File: src/rtl/fly_wave_scheduler.sv
// Wave sequencer for the 17-fly formation: spawn pulse, settle, move, clear, intermission.
// Optional macro FLY_WAVE_SPEEDUP_EN: bump speed_level on every new wave (saturating at 7).
module fly_wave_scheduler #(
  parameter int NUM_FLY          = 17,
  parameter int SPAWN_HOLD       = 2,
  parameter int INTERMISSION_CYC = 25_000_000,
  parameter int MAX_WAVE         = 8
) (
  input  logic               clk25,
  input  logic               reset_n,
  input  logic               game_start,
  input  logic               pause,
  input  logic               player_dead,
  input  logic [NUM_FLY-1:0] fly_alive,
  output logic               reset_fly,
  output logic               move_en,
  output logic [2:0]         speed_level,
  output logic [7:0]         wave_num,
  output logic               wave_clear,
  output logic               game_won,
  output logic               game_lost
);

  localparam int CNT_MAX = (INTERMISSION_CYC > SPAWN_HOLD) ? INTERMISSION_CYC : SPAWN_HOLD;
  localparam int CW      = $clog2(CNT_MAX + 1);

  typedef enum logic [2:0] {IDLE, SPAWN, GUARD, ACTIVE, INTER, DONE, LOST} state_t;

  state_t             state;
  logic [CW-1:0]      cnt;
  logic [NUM_FLY-1:0] alive_q;
  logic               in_wave;

  assign in_wave = (state == SPAWN) || (state == GUARD) || (state == ACTIVE) || (state == INTER);

  always_ff @(posedge clk25 or negedge reset_n) begin
    if (!reset_n) begin
      state       <= IDLE;
      cnt         <= '0;
      alive_q     <= '0;
      reset_fly   <= 1'b0;
      move_en     <= 1'b0;
      speed_level <= 3'd0;
      wave_num    <= 8'd0;
      wave_clear  <= 1'b0;
      game_won    <= 1'b0;
      game_lost   <= 1'b0;
    end else begin
      alive_q    <= fly_alive;
      wave_clear <= 1'b0;
      // Death outranks pause and a same-cycle clear.
      if (in_wave && player_dead) begin
        state     <= LOST;
        reset_fly <= 1'b0;
        move_en   <= 1'b0;
        game_lost <= 1'b1;
      end else if (pause) begin
        move_en <= 1'b0;
      end else begin
        case (state)
          IDLE, DONE, LOST: begin
            if (game_start) begin
              state       <= SPAWN;
              cnt         <= '0;
              reset_fly   <= 1'b1;
              wave_num    <= 8'd1;
              speed_level <= 3'd0;
              game_won    <= 1'b0;
              game_lost   <= 1'b0;
            end
          end
          SPAWN: begin
            if (cnt == CW'(SPAWN_HOLD - 1)) begin
              state     <= GUARD;
              reset_fly <= 1'b0;
            end else begin
              cnt <= cnt + 1'b1;
            end
          end
          GUARD: begin
            state   <= ACTIVE;
            move_en <= 1'b1;
          end
          ACTIVE: begin
            if (alive_q == '0) begin
              wave_clear <= 1'b1;
              move_en    <= 1'b0;
              if (wave_num == 8'(MAX_WAVE)) begin
                state    <= DONE;
                game_won <= 1'b1;
              end else begin
                state <= INTER;
                cnt   <= CW'(INTERMISSION_CYC - 1);
              end
            end else begin
              move_en <= 1'b1;
            end
          end
          INTER: begin
            if (cnt == '0) begin
              state     <= SPAWN;
              reset_fly <= 1'b1;
              wave_num  <= wave_num + 8'd1;
`ifdef FLY_WAVE_SPEEDUP_EN
              if (speed_level != 3'd7) speed_level <= speed_level + 3'd1;
`endif
            end else begin
              cnt <= cnt - 1'b1;
            end
          end
          default: state <= IDLE;
        endcase
      end
    end
  end

endmodule

File: config.mk
export PLATFORM = sky130hd
export DESIGN_NAME = fly_wave_scheduler
export DESIGN_NICKNAME = d
export VERILOG_FILES = /design/src/rtl/fly_wave_scheduler.sv
export SDC_FILE = /design/constraint.sdc
export NUM_CORES = 1
export LEC_CHECK = 0
export CAP_MARGIN = 20
export CORE_ASPECT_RATIO = 0.75
export CORE_MARGIN = 1
export CORE_UTILIZATION = 35
export DETAILED_ROUTE_END_ITERATION = 12
export HOLD_SLACK_MARGIN = 0.03
export PLACE_DENSITY = 0.51
export SLEW_MARGIN = 20
export SYNTH_ARGS = -nofsm -noshare
export SYNTH_HDL_FRONTEND = slang
export SYNTH_SLANG_ARGS = --single-unit
File: constraint.sdc
create_clock -name clk25 -period 3 [get_ports clk25]
set_input_delay 0.3 -clock clk25 [delete_from_list [all_inputs] [get_ports clk25]]
set_output_delay 0.3 -clock clk25 [all_outputs]
set_load 0.1 [all_outputs]
Word level (Yosys, flattened, before mapping)

Index checks and enable logic that the tools add are counted.

Add/sub/neg operators: 3
Equal/unequal tests: 20
Mux-type cells: 38
Bitwise gates (word level): 2
Reductions and logical operators: 21

Operators with widths:

| operator                                              | count |
|---|---|
| two-way mux 25 bit                                    | 5 |
| case mux 25 bit (4 select lines)                      | 1 |
| adder 25 x 1 -> 25 bit, second input constant         | 1 |
| equality test 25 x 1 -> 1 bit, second input constant  | 1 |
| zero test 25 bit                                      | 1 |
| subtractor 25 x 1 -> 25 bit, second input constant    | 1 |
| two-way mux 1 bit                                     | 19 |
| two-way mux 3 bit                                     | 6 |
| zero test 17 bit                                      | 1 |
| two-way mux 8 bit                                     | 2 |
| case mux 8 bit (2 select lines)                       | 1 |
| case mux 3 bit (5 select lines)                       | 1 |
| AND reduction 5 bit                                   | 3 |
| nonzero test 4 bit                                    | 3 |
| equality test 3 bit, second input constant            | 3 |
| inequality test 3 x 1 -> 1 bit, second input constant | 3 |
| adder 8 x 1 -> 8 bit, second input constant           | 1 |
| equality test 8 x 4 -> 1 bit, second input constant   | 1 |
| inequality test 2 x 1 -> 1 bit, second input constant | 4 |
| inequality test 2 bit, second input constant          | 4 |
| AND reduction 8 bit                                   | 1 |
| nonzero test 2 bit                                    | 4 |
| equality test 3 x 2 -> 1 bit, second input constant   | 2 |
| AND reduction 6 bit                                   | 1 |
| 10 further kinds                                      | 14 |

Register bits after elaboration: 58
Output and inout bits: 16
Logic and storage cells: 93

Longest topological paths before layout

Word-level depth: 7
Gate-level depth with buffers: 10
Gate-level depth less buffers: 8

Least setup slack after synthesis

Ideal clock, no wire load.

Kind: register to register
Start: reg wave_num[0]
End: reg cnt[22]
Setup time: 0.129 ns
Data arrival time: 2.687 ns
Data required time: 2.871 ns
Setup slack: 0.184 ns
Cell stages (with the launch flop): 9
Path buffers: 1
Period minus slack after synthesis: 2.816 ns
Path through: dfrtp_1 -> inv_1 -> ha_1 -> nor4b_1 -> and4_1 -> or4b_4 -> buf_4 -> o31ai_1 -> o21ai_1

Longest elaborated chain between the ends: 3

RTL lines:

| element                         | line | source |
|---|---|---|
| from (decl)                     | 18   | `output logic [7:0] wave_num,` |
| from (signal assigned)          | 103  | `wave_num <= wave_num + 8'd1;` |
| equality test 8 x 4 -> 1 bit    | 88   | `if (wave_num == 8'(MAX_WAVE)) begin` |
| inequality test 2 bit (no line) | -    |  |
| AND reduction 8 bit (no line)   | -    |  |
| to (signal assigned)            | 77   | `cnt <= cnt + 1'b1;` |
| to (signal assigned)            | 93   | `cnt <= CW'(INTERMISSION_CYC - 1);` |
| to (signal assigned)            | 108  | `cnt <= cnt - 1'b1;` |
| to (decl)                       | 30   | `logic [CW-1:0] cnt;` |

Every way passes these cells.
A chain may end at the register's enable or synchronous reset.

Final worst setup path

Start: reg cnt[0]
End: reg cnt[22]

Longest elaborated chain between the ends: 3
Elaborated cells on any way between the ends: 10
Those cells by class: add/sub (2); eq/ne (3); mux (3); reduce/logical (2)

RTL lines:

| element                                                                 | line | source |
|---|---|---|
| subtractor 25 x 1 -> 25 bit (tied with other cells)                     | 108  |  |
| two-way mux 25 bit (tied with other cells)                              | 100  | `if (cnt == '0) begin` |
| case mux 25 bit (4 select lines) or AND reduction 8 bit (tied branches) | -    |  |

Parallel ways exist; a longest one is shown, timed or not. The select of a mux whose other input is x is not followed.

==> flow_summary.json <==
{
  "status": "complete, no violations",
  "areaGrowthSynthToFinish_pct": 20.3,
  "async_flop_share_pct": 100,
  "start_util_pct": 36.3,
  "final_cell_mix": "dfrtp_1 (58), nor2_1 (43), nand2_1 (40)",
  "cts_sinks": 58,
  "post-place-ws_ps": 333,
  "path_depth": 8,
  "path_cells": "inv_1 > ha_1 > and3b_1 > o21ai_0 > o31ai_1 > or4b_4 > o31ai_1 > o21ai_1",
  "setup.worst_path.start_class": "flip-flop",
  "final_common_cell": "dfrtp_1",
  "grt_max_degree": 33,
  "pwr-share-seq_pct": 25.1,
  "leakagePower_nw": 1.91,
  "pwr-share-clk_pct": 22.4,
  "worstSkewPairLatency_ps": 340,
  "skew_ps": 9.35,
  "rsz0062_at_grt": "false",
  "grt_pass1_vias": 3534,
  "drc": 0,
  "cts.clk_slew.worst_paths_ps": 60,
  "crit_top_cell": "o31ai_1",
  "fmax_mhz": 375,
  "pin_count": 38,
  "cts_hold_buf": 0,
  "synth_seq_area_share_pct": 36.4,
  "critPathSlowestCell": "or4b_4",
  "coreArea_um2": 11000,
  "dpl.hpwl_mm": 8.34,
  "postRouteAntennaNets": 0,
  "tns_ps": 0,
  "end_kind": "flip-flop",
  "critical_path_class": "flip-flop to flip-flop",
  "first_pass_iters": 7,
  "power_density_nw_per_um2": 1070,
  "overflow": 0,
  "yosysWarnings": 0,
  "maxCapViolations": 0,
  "ys_types": 71,
  "switching_share_pct": 48.1,
  "synth_flop_cell": "dfrtp_1",
  "placed_cell_area_um2": 4460,
  "synth_edf_count": 0,
  "insertedDiodeCount": 0,
  "finalInstanceArea_um2": 4790,
  "drv_slew": 0,
  "crit_required_ps": 3210,
  "synthesis.area_um2": 3980,
  "cts_tree": "yes",
  "grtUsageTotal_pct": 21.4,
  "r2r_slack_ps": 330,
  "synthCells": 477,
  "port_buffers": 34,
  "worstMarginPinSlew_ps": 968,
  "p_int_mw": 2.66,
  "drive_gt1_share_pct": 14.1,
  "totalPowerFinal_mw": 5.12,
  "r2r_cells": 8,
  "vdd_drop_max_mv": 0.642,
  "die_h_um": 94.4,
  "avgSynthCellArea_um2": 8.35,
  "vias": 3815,
  "wl_per_cell_um": 18.3,
  "post_cts_resized": 0,
  "cts_setup_buffers": 0,
  "switching_power_mw": 2.47,
  "path_max_fanout": 22,
  "grt_pass1_wl_mm": 19.6,
  "nets": 535,
  "period_needed_ps": 2670,
  "cts_buffers": 9,
  "finalSetupViolations": 0,
  "finalCritPeriodShare_pct": 88.9,
  "hold_slack_ps": 42.5,
  "htree_levels": 3,
  "drtIter0Drc": 385,
  "die_w_um": 125,
  "cts_buffer_depth": 2,
  "die-area_um2": 11800,
  "hold_viol_final": 0,
  "hold_class": "input port to async pin",
  "ys_ff_latch": 58,
  "finalWirelength_mm": 11.9,
  "slew_headroom_pct": 35.3,
  "place.gp.congestion": 0.868,
  "row_count": 33,
  "critical_path.max_stage_delay_ps": 710,
  "crit_arrival_ps": 2880,
  "root_buffer": "clkbuf_16",
  "combPwrFrac_pct": 52.5,
  "grt_antenna_before_repair": 0,
  "crit_family": "simple AND/OR/NAND/NOR gates",
  "vias_per_cell": 5.86,
  "layout_setup_ws_ps": 333,
  "path_buf_inv": 1
}
## flip-flops by register name, summed over array words and instances (netlist names)
register / cells
alive_q: 17
cnt: 25
game_lost: 1
game_won: 1
move_en: 1
reset_fly: 1
state: 3
wave_clear: 1
wave_num: 8
## Yosys cell counts, types with 5 or more instances
library cell	count	area share (%)
clkbuf_1	23	2.2
o31ai_1	10	1.9
nor2_1	43	4.1
nor4_1	12	1.9
ha_1	6	1.9
nand2_1	40	3.8
a31oi_1	5	0.79
dfrtp_1	58	36
xnor2_1	6	1.3
buf_2	10	1.3
and4_1	5	1.1
a22o_1	5	1.1
o22ai_1	11	1.7
a21oi_1	31	3.9
inv_1	12	1.1
xor2_1	8	1.8
o21ai_1	5	0.63
a22oi_1	7	1.3
nand2b_1	5	0.79
nor3_1	16	2.0
nand4_1	13	2.0
o2bb2ai_1	5	1.1
o21ai_0	35	4.4
nand3_1	19	2.4
## final timing paths
path	end	startpoint
setup / recovery	cnt[22]$_DFFE_PN0P_	cnt[0]$_DFFE_PN0P_
hold / removal	cnt[17]$_DFFE_PN0P_	reset_n
setup reg to reg	cnt[22]$_DFFE_PN0P_	cnt[0]$_DFFE_PN0P_
hold reg to reg	cnt[23]$_DFFE_PN0P_	cnt[23]$_DFFE_PN0P_
max in group asynchronous	wave_num[5]$_DFFE_PN0P_	reset_n
min in group clk25	alive_q[12]$_DFF_PN0_	fly_alive[12]
## layout make-up
cell class	instances	area, um2
Clock buffer	9	225
Inverter	12	45.0
Fill cell	1099	6190
Timing Repair Buffer	58	498
Tap cell	140	175
Multi-Input combinational cell	367	2290
Sequential cell	58	1450
Clock inverter	7	103
## kinds of logic after synthesis
logic type               synth area share (%)
AO/OA/AOI/OAI                            24.9
XOR/XNOR                                 3.08
adder cells (fa/ha/maj)                  2.39
buffers and inverters                    6.35
flip-flops                               36.4
multiplexers                            0.754
other                                  0.0942
AND/OR/NAND/NOR                          25.9
## per-layer routing
metal | track usage, % | share of wire (%) | up-vias
li1 | - | - | 1837
met1 | 31.8 | 52 | 1823
met2 | 30.9 | 41 | 142
met3 | 4.76 | 6.8 | 13
met4 | 6.10 | 1.1 | 0
met5 | 0 | 0 | -
## power groups by stage
stage	sequential, mW	clock [mW]	combinational [mW]
floorplan	1.43	0	1.79
global placement	1.29	0	2.68
detailed placement	1.29	0	2.66
CTS	1.28	1.17	2.67
global route	1.32	1.21	2.94
finish	1.28	1.15	2.69
## stage by stage
| stage | cells | utilization, % |
|---|---|---|
| floorplan | 479 | - |
| global placement | 635 | 40.6 |
| detailed placement | 635 | 40.6 |
| CTS | 651 | 43.6 |
| global route | 651 | 43.6 |
| finish | 651 | 43.6 |
(Power assumes the default switching activity.)
